`src/rtl/arb4way16.sv`:
```
// Round-robin arbiter for four 16-bit producers feeding one valid/ready consumer.
// The selected word passes through mux4way16 and is held in an output register.

module mux4way16 #(
    parameter int WIDTH = 16
) (
    input  logic [WIDTH-1:0] a,
    input  logic [WIDTH-1:0] b,
    input  logic [WIDTH-1:0] c,
    input  logic [WIDTH-1:0] d,
    input  logic [1:0]       line,
    output logic [WIDTH-1:0] out
);
    always_comb begin
        unique case (line)
            2'b00:   out = a;
            2'b01:   out = b;
            2'b10:   out = c;
            default: out = d;
        endcase
    end
endmodule

module arb4way16 #(
    parameter int WIDTH = 16,
    parameter int BURST = 1
) (
    input  logic             clk,
    input  logic             rst_n,
    input  logic [3:0]       req,
    input  logic [WIDTH-1:0] inp1,
    input  logic [WIDTH-1:0] inp2,
    input  logic [WIDTH-1:0] inp3,
    input  logic [WIDTH-1:0] inp4,
    output logic [3:0]       ack,
    output logic [WIDTH-1:0] out,
    output logic             out_valid,
    input  logic             out_ready,
    output logic [1:0]       line
);
    localparam logic [3:0] BURST_M1 = 4'(BURST - 1);

    typedef enum logic {EMPTY = 1'b0, FULL = 1'b1} state_t;

    state_t           state_q;
    logic [1:0]       ptr_q;
    logic             ptr_valid_q;
    logic [3:0]       burst_cnt_q;
    logic [3:0]       burst_cnt_d;
    logic [WIDTH-1:0] out_q;
    logic [1:0]       line_q;

    logic             cap;
    logic             lock;
    logic             found;
    logic [1:0]       grant;
    logic [1:0]       cand;
    logic [WIDTH-1:0] sel_data;

    // ptr_valid_q keeps the lock off until a real grant exists, so inp1 wins first after reset.
    assign lock = ptr_valid_q && (burst_cnt_q < BURST_M1) && req[ptr_q];
    assign cap  = rst_n && (|req) && ((state_q == EMPTY) || out_ready);

    always_comb begin
        grant = ptr_q + 2'd1;
        found = 1'b0;
        cand  = 2'd0;
        for (int i = 1; i <= 4; i++) begin
            cand = ptr_q + 2'(i);
            if (!found && req[cand]) begin
                grant = cand;
                found = 1'b1;
            end
        end
        if (lock) begin
            grant = ptr_q;
        end
    end

    always_comb begin
        burst_cnt_d = 4'd0;
        if (ptr_valid_q && (grant == ptr_q)) begin
            burst_cnt_d = (burst_cnt_q < BURST_M1) ? burst_cnt_q + 4'd1 : burst_cnt_q;
        end
    end

    assign ack = cap ? (4'b0001 << grant) : 4'b0000;

    mux4way16 #(.WIDTH(WIDTH)) u_mux (
        .a    (inp1),
        .b    (inp2),
        .c    (inp3),
        .d    (inp4),
        .line (grant),
        .out  (sel_data)
    );

    always_ff @(posedge clk) begin
        if (!rst_n) begin
            state_q     <= EMPTY;
            ptr_q       <= 2'b11;
            ptr_valid_q <= 1'b0;
            burst_cnt_q <= 4'd0;
            out_q       <= '0;
            line_q      <= 2'b00;
        end else if (cap) begin
            state_q     <= FULL;
            ptr_q       <= grant;
            ptr_valid_q <= 1'b1;
            burst_cnt_q <= burst_cnt_d;
            out_q       <= sel_data;
            line_q      <= grant;
        end else if (out_ready) begin
            state_q     <= EMPTY;
        end
    end

    assign out       = out_q;
    assign line      = line_q;
    assign out_valid = (state_q == FULL);
endmodule
```
`config.mk`:
```
export PLATFORM = sky130hd
export DESIGN_NAME = arb4way16
export DESIGN_NICKNAME = d
export VERILOG_FILES = /design/src/rtl/arb4way16.sv
export SDC_FILE = /design/constraint.sdc
export NUM_CORES = 1
export LEC_CHECK = 0
export BUFFER_PORTS_ARGS = -buffer_cell sky130_fd_sc_hd__buf_2
export CAP_MARGIN = 20
export CELL_PAD_IN_SITES_DETAIL_PLACEMENT = 1
export CELL_PAD_IN_SITES_GLOBAL_PLACEMENT = 1
export CORE_ASPECT_RATIO = 1.25
export CORE_UTILIZATION = 30
export CTS_CLUSTER_SIZE = 8
export DETAILED_ROUTE_END_ITERATION = 10
export GPL_TIMING_DRIVEN = 0
export PLACE_DENSITY_LB_ADDON = 0.25
export SYNTH_ARGS = -nofsm -noshare
export SYNTH_HDL_FRONTEND = slang
export SYNTH_SLANG_ARGS = --single-unit
export TNS_END_PERCENT = 30
```
`constraint.sdc`:
```
create_clock -name clk -period 2.6 [get_ports clk]
set_input_delay 0.26 -clock clk [delete_from_list [all_inputs] [get_ports clk]]
set_output_delay 0.26 -clock clk [all_outputs]
set_load 0.02 [all_outputs]
```
==> summary.md, run 1 <==
| Metric | Value |
|---|---|
| Status | complete, no violations |
| Total I/O pin count | 94 |
| Unrepaired setup endpoints after global routing | no |
| Worst hold-check path type | input pin to flop |
| Syn_area_per_cell | 8.45 sq um |
| CTS tree | done |
| Post-synthesis sequential area ratio | 30.9% |
| Reg clk slew, reported paths | 0.08 ns |
| Worst-skew pair later-pin latency | 0.26 ns |
| Initial DRC count | 39 |
| CTS max path bufs | 2 |
| Synthesized cell area | 1360 sq um |
| Max_slew headroom | 68.2% |
| Setup bufs post-CTS | 0 |
| Rows | 27 |
| Hold Path Stages | 2 |
| Final TNS setup | 0 ns |
| Critical path cell sequence | inv_2 -> nand3_1 -> clkbuf_1 -> nand2_1 -> nor3_1 -> buf_2 |
| I/O Buffers | 92 |
| Worst endpoint data arrival time | 2.02 ns |
| Number of fill cells | 603 |
| Initial Utilization | 31.0% |
| Htree depth | 1 |
| Hold_buf cts | 0 |
| DRC violations left | 0 |
| Kind of cell adding the most delay to the critical path | buffers and inverters |
| Ys Warns | 0 |
| Int Pwr | 0.000676 W |
| Post-DRT Antenna Nets | 0 |
| Critical Path Fanout Max | 10 |
| Vias per inst | 5.18 |
| Post-Route WL | 4.80 mm |
| Post-DP HPWL | 3.70 mm |
| Clock power share | 20.3% |
| Core Area | 4390 sq um |
| Remaining global-route overflow | 0 |
| GRT Total Usage | 19.3% |
| Register-to-Register Path Depth | 7 |
| Layout area overhead | 42.5% |
| Clock skew | 0.00486 ns |
| Critical Path Source Type | flop |
| WL per Instance | 15.2 microns |
| PostCTS Resize Cnt | 0 |
| N_diodes | 0 |
| Slew Limit Fails | 0 |
| CP bufs+invs | 3 |
| Antenna violations before repair | 0 |
| Synth Net Count | 232 |
| Final #Nets | 329 |
| Min Tclk post-route | 2.28 ns |
| Critical path depth | 6 |
| Worst Path Required | 2.34 ns |
| Max Fclk | 439 MHz |
| # setup viols final | 0 |
| Peak supply drop | 0.273 mV |
| Kind of critical path | flop to primary output |
| Die Y | 77.3 microns |
| Slowest Stage Delay on Critical Path | 0.48 ns |
| Drt pass-1 iters | 5 |
| PD cells | 568 nW/um^2 |
| Total CTS buffers | 3 |
| Largest net degree at the start of global routing | 12 |
| Critical path's slowest cell | dfxtp_1 |
| Gate Count Post-Synth | 161 |
| Sequential Power Share | 35.7% |
| Leakage | 0.876 nW |
| Gpl congestion | 0.731 |
| Worst Max-Slew Pin Slew | 0.477 ns |
| Switching Power | 0.000424 W |
| Layout cells sized above 1 | 45.9% |
| Die W | 62.2 microns |
| Sw Share | 38.6% |
| Vias in the first global route | 1539 |
| Unique masters post-synth | 33 |
| Minimum hold slack | 0.230 ns |
| CTS Sinks | 21 |
| Final Hold Fails | 0 |
| Final Cycle Share | 87.6% |
| CP endpoint kind | primary output |
| First-pass GRT wire length | 7.49 mm |
| Yosys reg bits | 21 |
| Combinational share of power | 44.0% |
| Die Area | 4810 sq um |
| Vias | 1631 |
| Max-Cap Viols | 0 |
| Root buf cell | clkbuf_8 |
## power groups by stage
stage               clock network [W]  registers [W]  logic, W
floorplan                           0       0.000455  0.000260
global placement                    0       0.000399  0.000481
detailed placement                  0       0.000401  0.000487
CTS                          0.000228       0.000394  0.000489
global route                 0.000238       0.000399  0.000527
finish                       0.000223       0.000393  0.000484
## path summary, 6_finish.rpt
check | start | end | slack, ns
max | ptr_q[1] | ack[1] | 0.32
min | rst_n | ptr_q[0] | 0.23
max reg2reg | ptr_q[0] | out[11] | 0.71
min reg2reg | out[9] | out[9] | 0.45
## synth_stat cells
master	count	area (sq um)
mux2i_1	1	10.0
or2_4	1	8.76
a211oi_1	9	67.6
nor2b_1	6	37.5
o22ai_1	17	106
and2_4	1	8.76
a21boi_2	1	11.3
o41a_1	1	11.3
and2b_1	1	7.51
buf_2	5	25.0
nand2_1	20	75.1
inv_1	1	3.75
o21bai_1	1	7.51
o211ai_1	1	7.51
xor2_1	1	8.76
nor2_1	2	7.51
a21oi_1	3	15.0
a22oi_4	1	21.3
inv_2	1	3.75
a211o_1	1	8.76
o21ai_0	6	30.0
o2bb2ai_1	1	8.76
buf_4	1	7.51
nor3_1	5	25.0
dfxtp_1	21	420
buf_6	3	33.8
clkbuf_1	5	18.8
or4_1	1	7.51
o31ai_1	16	120
a211oi_2	7	87.6
a21oi_2	2	17.5
nand3_1	2	10.0
a21boi_0	16	120
## per-stage QoR
step	cell area [sq um]	power [W]	utilization (%)	cells	setup WS, ns
3_5_place_dp	1890	0.000888	43.1	311	0.583
4_1_cts	1940	0.00111	44.1	315	0.288
5_1_grt	1940	0.00116	44.1	315	0.125
3_3_place_gp	1890	0.000881	43.1	311	0.629
6_report	1940	0.00110	44.1	315	0.321
2_1_floorplan	1360	0.000715	-	161	0.642
## cell families (layout without fill, tap and decap cells)
logic type                count (synthesis)  in the layout  share of synthesized area, %
xor gates and xnor gates                  1              1                         0.644
DFF                                      21             21                          30.9
AOI/OAI and AO/OA                        83             83                          47.1
and+or+nand+nor                          39             39                          13.8
muxes                                     1              1                         0.736
buffers and inverters                    16            112                          6.81
## registers in the layout, summed over array words and instances (netlist names)
signal and count:
out 16, line 2, ptr_q 2, out_valid 1
## cells in the final DEF, fill, tap and decap left out, types with 2 or more instances in the layout
master	n
nand2_1	20
o22ai_1	17
clkbuf_1	6
dfxtp_1	21
a21oi_2	2
nor2_1	2
a211oi_1	9
clkbuf_8	3
nor3_1	5
o21ai_0	6
nand3_1	2
a21oi_1	3
a211oi_2	7
nor2b_1	6
buf_6	3
a21boi_0	16
o31ai_1	16
buf_2	97
## layer usage
metal / part of all wire [%] / GRT usage [%] / vias up
met3: 4.1 / 2.83 / 2
li1: - / - / 813
met2: 51 / 35.3 / 52
met1: 45 / 24.1 / 764
met4: 0.44 / 2.79 / 0
met5: 0 / 0 / -
## layout make-up
| class | count | area [sq um] | area share (%) |
|---|---|---|---|
| buffer | 14 | 85.1 | 4.39 |
| inverter | 2 | 7.51 | 0.387 |
| tap | 58 | 72.6 | 3.74 |
| multi-input combinational | 124 | 847 | 43.7 |
| timing repair buffer | 92 | 460 | 23.8 |
| clock buffer | 4 | 45.0 | 2.32 |
| sequential | 21 | 420 | 21.7 |
No activity file was read; power rests on OpenSTA's default activity.
==> inputs of run 2 (changes only) <==
--- a/config.mk
+++ b/config.mk
@@ -5,12 +5,13 @@
 export SDC_FILE = /design/constraint.sdc
 export NUM_CORES = 1
 export LEC_CHECK = 0
+export ABC_AREA = 1
 export BUFFER_PORTS_ARGS = -buffer_cell sky130_fd_sc_hd__buf_2
 export CAP_MARGIN = 20
 export CELL_PAD_IN_SITES_DETAIL_PLACEMENT = 1
 export CELL_PAD_IN_SITES_GLOBAL_PLACEMENT = 1
 export CORE_ASPECT_RATIO = 1.25
-export CORE_UTILIZATION = 30
+export CORE_UTILIZATION = 32
 export CTS_CLUSTER_SIZE = 8
 export DETAILED_ROUTE_END_ITERATION = 10
 export GPL_TIMING_DRIVEN = 0
==> summary.md, run 2 <==
| Metric | Value |
|---|---|
| Syn_area_per_cell | 6.16 sq um |
| Leading area contributor after synthesis | dfxtp_1 |
| Slew Limit Fails | 0 |
| Die Y | 85.4 microns |
| CTS Sinks | 21 |
| Synth top area share | 23.6% |
| Synthesized cell area | 1780 sq um |
| Adder-cell share of the synthesized area | 0% |
| Synth Net Count | 360 |
| Kind of critical path | flop to primary output |
| N_diodes | 0 |
| DRC violations left | 0 |
| Critical Path Fanout Max | 10 |
| Leakage | 1.26 nW |
| Commonest non-fill, non-tap cell in the layout | nand2_1 |
| Max reg flops | 16 |
| Ys Warns | 0 |
| Most numerous cell in the Yosys netlist | nand2_1 |
| Worst endpoint data arrival time | 2.20 ns |
| Root buf cell | clkbuf_8 |
| Max_slew headroom | 57.4% |
| Synth top area cells | dfxtp_1, nand2_1, nand3_1 |
| WL per Instance | 13.7 microns |
| Post-synth EDFFs | 0 |
| Total CTS buffers | 3 |
| Max Fclk | 406 MHz |
| Primary FF master, synth | dfxtp_1 |
| Final Hold Fails | 0 |
| Min Tclk post-route | 2.46 ns |
| Initial DRC count | 77 |
| Main combinational cell family by area after synthesis | simple AND/OR/NAND/NOR gates |
| Synth cell count leaders | nand2_1, nand3_1, nor2_1, dfxtp_1 |
| Rows | 30 |
| Placed instance area | 2320 sq um |
| Worst hold-check path type | input pin to flop |
| Post-synthesis sequential area ratio | 23.6% |
| Synth Area in Simple Gates | 53.2% |
| Multi-input gate area | 1150 sq um |
| PD cells | 1240 nW/um^2 |
| Worst Max-Slew Pin Slew | 0.638 ns |
| Layout cells sized above 1 | 39.1% |
| Most frequent cells in the layout | nand2_1, buf_2, nand3_1, nor2_1, dfxtp_1 |
| Vias | 2214 |
| CTS max path bufs | 2 |
| Drt pass-1 iters | 4 |
| Gpl congestion | 0.774 |
| Post-DRT Antenna Nets | 0 |
| Compound-gate portion of the synthesized area | 10.8% |
| Unrepaired setup endpoints after global routing | yes |
| # setup viols final | 0 |
| Vias per inst | 4.89 |
| Layout area overhead | 35.6% |
| XOR/XNOR share of the synthesized area | 0% |
| Max-Cap Viols | 0 |
| Final #Nets | 461 |
| Worst-skew pair later-pin latency | 0.26 ns |
| Gate Count Post-Synth | 289 |
| Initial Utilization | 32.9% |
| Fin util | 44.6% |
| Vias in the first global route | 2118 |
| Remaining global-route overflow | 0 |
| Post-DP HPWL | 4.98 mm |
| Post-synthesis mux area share | 0% |
| Largest net degree at the start of global routing | 15 |
| I/O Buffers | 93 |
| GRT Total Usage | 22.1% |
| Status | complete, no violations |
| Peak supply drop | 0.547 mV |
| Post-synth ARST share | 0% |
| Finished Cell Area | 2410 sq um |
| Post-Route WL | 6.19 mm |
| Worst Path Required | 2.34 ns |
| CTS tree | done |
| Htree depth | 1 |
| Final Cycle Share | 94.6% |
| Clock skew | 0.00436 ns |
| FF+latch area | 420 sq um |
| Final TNS setup | 0 ns |
| Unique masters post-synth | 24 |
| Die Area | 5860 sq um |
| R2R Setup Slk | 0.40 ns |
| Core Area | 5410 sq um |
| Die W | 68.7 microns |
| Reg clk slew, reported paths | 0.08 ns |
| First-pass GRT wire length | 9.84 mm |
| Number of fill cells | 776 |
| Yosys reg bits | 21 |
| Critical Path Source Type | flop |
| Antenna violations before repair | 0 |
| Total I/O pin count | 94 |
| CP endpoint kind | primary output |
[run 2: logic make-up after synthesis]
family                 count (synthesis)
AND/OR/NAND/NOR                      202
AO/OA/AOI/OAI                         31
buffers and inverters                 35
flip-flops                            21
[run 2: cell type report]
cell class                      instances  share of cell area, %
Clock buffer                            3                   1.71
Multi-Input combinational cell        233                   47.6
Sequential cell                        21                   17.4
Tap cell                               64                   3.32
Timing Repair Buffer                   97                   20.6
Inverter                               18                   2.90
Clock inverter                          1                  0.207
Buffer                                 16                   6.22
[run 2: final timing paths]
check	from	to	cells after the start
worst max-delay path	ptr_q[0]	ack[3]	14
worst min-delay path	rst_n	out_valid	3
worst max register to register	ptr_q[0]	out[1]	16
worst min register to register	out[4]	out[4]	2
[run 2: where the power goes]
group	internal [W]	switching (W)
Sequential	0.000426	0.0000589
Clock	0.000107	0.000112
Combinational	0.000882	0.00140
[run 2: worst max-delay path, cell delays in order, from the launching register on]
cell     delay (ns)
dfxtp_1        0.40
buf_6          0.16
nand2_1        0.07
nand2_2        0.10
nand2_2        0.07
nand2_4        0.09
nand2_2        0.08
nor2_4         0.14
nor2_1         0.06
nand2_2        0.09
nand2_4        0.07
buf_12         0.15
buf_8          0.14
nor2_1         0.13
buf_2          0.18
[run 2: through the flow]
step	hold slack [ns]	std cells	worst slack [ns]	power, W
finish	0.229	453	0.140	0.00299
global route	0.248	453	-0.0170	0.00325
CTS	0.236	449	0.0632	0.00292
detailed placement	0.463	446	0.262	0.00270
global placement	0.453	446	0.313	0.00268
floorplan	0.390	289	0.552	0.00212
[run 2: per-layer routing]
metal	GRT usage (%)	part of all wire (%)	up-vias
met5	0	0	-
li1	-	-	1125
met4	4.08	0.74	0
met2	39.2	52	62
met1	26.8	41	1023
met3	4.70	6.0	4
[run 2: what timing repair did]
item | CTS | global route
pin swaps | 0 | 3
endpoints found under the setup margin | 3 | 3
hold buffers | 0 | 0
buffers inserted | 0 | 4
gates resized for setup | 1 | 4
==> inputs of run 3 (changes only) <==
--- a/config.mk
+++ b/config.mk
@@ -14,7 +14,7 @@
 export CORE_UTILIZATION = 32
 export CTS_CLUSTER_SIZE = 8
 export DETAILED_ROUTE_END_ITERATION = 10
-export GPL_TIMING_DRIVEN = 0
+export GPL_TIMING_DRIVEN = 1
 export PLACE_DENSITY_LB_ADDON = 0.25
 export SYNTH_ARGS = -nofsm -noshare
 export SYNTH_HDL_FRONTEND = slang
==> constraint.sdc (replaced) <==
create_clock -name clk -period 2.6 [get_ports clk]
set_input_delay 0.39 -clock clk [delete_from_list [all_inputs] [get_ports clk]]
set_output_delay 0.39 -clock clk [all_outputs]
set_load 0.02 [all_outputs]
==> summary.md, run 3 (synthesis gave the netlist of run 2 again) <==
| Metric | Value |
|---|---|
| Most frequent cells in the layout | nand2_1, buf_2, nand3_1, nor2_1, dfxtp_1 |
| Unrepaired setup endpoints after global routing | yes |
| CTS tree | done |
| Reg-to-Reg End | out[10] |
| Placed instance area | 2260 sq um |
| Critical path cell sequence | buf_4 -> nand2_2 -> nand2_1 -> nand2_1 -> nand2_1 -> nand2_2 -> nor2_4 -> nor2_1 -> nand2_2 -> nand2_4 -> inv_2 -> nand2_1 -> nor2_2 -> buf_4 |
| Final Hold Fails | 0 |
| PD cells | 1170 nW/um^2 |
| Max-Cap Viols | 0 |
| Most used cell, CP | nand2_1 |
| Largest net degree at the start of global routing | 37 |
| Final #Nets | 449 |
| R2R Setup Slk | 0.48 ns |
| Rows | 30 |
| Hold_buf cts | 0 |
| Commonest non-fill, non-tap cell in the layout | nand2_1 |
| RR Startpoint | ptr_q[0] |
| Int Pwr | 0.00124 W |
| GRT Total Usage | 21.3% |
| Gpl congestion | 0.812 |
| Post-DP HPWL | 4.60 mm |
| First-pass GRT wire length | 9.54 mm |
| CTS Sinks | 21 |
| Die W | 68.7 microns |
| Die Y | 85.4 microns |
| Kind of critical path | flop to primary output |
| Number of fill cells | 772 |
| Antenna violations before repair | 0 |
| Min Tclk post-route | 2.47 ns |
| Vias per inst | 4.89 |
| Combinational share of power | 73.2% |
| Final Cycle Share | 95.1% |
| Max_slew headroom | 61.1% |
| Status | complete, no violations |
| CP Launch Point | ptr_q[0] |
| Sequential Power Share | 18.5% |
| DRC violations left | 0 |
| CTS max path bufs | 2 |
| Max Fclk | 404 MHz |
| Minimum hold slack | 0.350 ns |
| Critical Path Fanout Max | 9 |
| Slowest Stage Delay on Critical Path | 0.41 ns |
| Register-to-Register Path Depth | 15 |
| Drt pass-1 iters | 4 |
| Worst-skew pair later-pin latency | 0.27 ns |
| Clock skew | 0.0108 ns |
| Worst hold-check path type | input pin to flop |
| Root buf cell | clkbuf_8 |
| Total CTS buffers | 3 |
| Layout cells sized above 1 | 39.8% |
| Crit path to | ack[2] |
| CP endpoint kind | primary output |
| Critical path's slowest cell | dfxtp_4 |
| # setup viols final | 0 |
| Finished Cell Area | 2330 sq um |
| N_diodes | 0 |
| Reg clk slew, reported paths | 0.09 ns |
| Core Area | 5410 sq um |
| Clock power share | 8.3% |
| I/O Buffers | 93 |
| Slew Limit Fails | 0 |
| Worst Path Required | 2.21 ns |
| Worst endpoint data arrival time | 2.08 ns |
| Die Area | 5860 sq um |
| WL per Instance | 13.4 microns |
| Post-Route WL | 5.90 mm |
| Initial Utilization | 32.9% |
| Sw Share | 54.5% |
| Vias | 2157 |
| Total I/O pin count | 94 |
| Vias in the first global route | 2086 |
| Htree depth | 1 |
| Critical Path Source Type | flop |
| Peak supply drop | 0.519 mV |
| Post-DRT Antenna Nets | 0 |
| Initial DRC count | 53 |
| Layout area overhead | 31.1% |
| Leakage | 1.22 nW |
| Worst Max-Slew Pin Slew | 0.579 ns |
| Max reg flops | 16 |
| Remaining global-route overflow | 0 |
| Switching Power | 0.00149 W |
## run 3: worst min path at each step
stage	startpoint	end	slack [ns]	depth (start not counted)
after floorplan	rst_n	out_valid	0.52	2
after global placement	out[8]	out[8]	0.45	2
after detailed placement	out[8]	out[8]	0.46	2
after CTS	rst_n	out_valid	0.35	3
after global routing	rst_n	out_valid	0.37	3
final	rst_n	out_valid	0.35	3
## run 3: through the flow
stage	setup WS (ns)	utilization (%)	setup TNS, ns	cells	total power [W]
floorplan	0.422	-	0	289	0.00212
global placement	0.300	41.8	0	437	0.00247
detailed placement	0.251	41.8	0	437	0.00250
CTS	0.0120	42.7	0	441	0.00274
global route	-0.0135	43.1	-0.0135	441	0.00302
finish	0.128	43.1	0	441	0.00274
## run 3: power by group through the flow
stage,registers [W],logic [W],clock network [W]
after floorplan,0.000598,0.00153,0
after global placement,0.000505,0.00196,0
after detailed placement,0.000507,0.00200,0
after CTS,0.000504,0.00200,0.000232
after global routing,0.000521,0.00225,0.000248
final,0.000507,0.00200,0.000227
## run 3: layout make-up
type / instances / area [sq um] / share of cell area [%]
clock inverter: 1 / 5.00 / 0.215
tap: 64 / 80.1 / 3.43
inverter: 18 / 72.6 / 3.11
clock buffer: 3 / 41.3 / 1.77
multi-input combinational: 233 / 1150 / 49.5
sequential: 21 / 425 / 18.2
timing repair buffer: 101 / 553 / 23.7
## run 3: worst max-delay path: cells and delay by family (launching register included)
| kind | cells | cell delay [ns] |
|---|---|---|
| DFF | 1 | 0.41 |
| and+or+nand+nor | 11 | 0.98 |
| buffers and inverters | 3 | 0.44 |
## run 3: repair_timing
item | 4_1_cts | 5_1_grt
setup endpoints to repair | 3 | 4
resized for setup | 1 | 9
buffers inserted | 0 | 0
## run 3: per-layer routing
| metal | global-route usage [%] | vias up | share of wire (%) |
|---|---|---|---|
| met5 | 0 | - | 0 |
| met4 | 3.90 | 0 | 0.66 |
| met3 | 4.97 | 4 | 6.2 |
| met2 | 38.7 | 55 | 51 |
| met1 | 24.7 | 999 | 42 |
| li1 | - | 1099 | - |
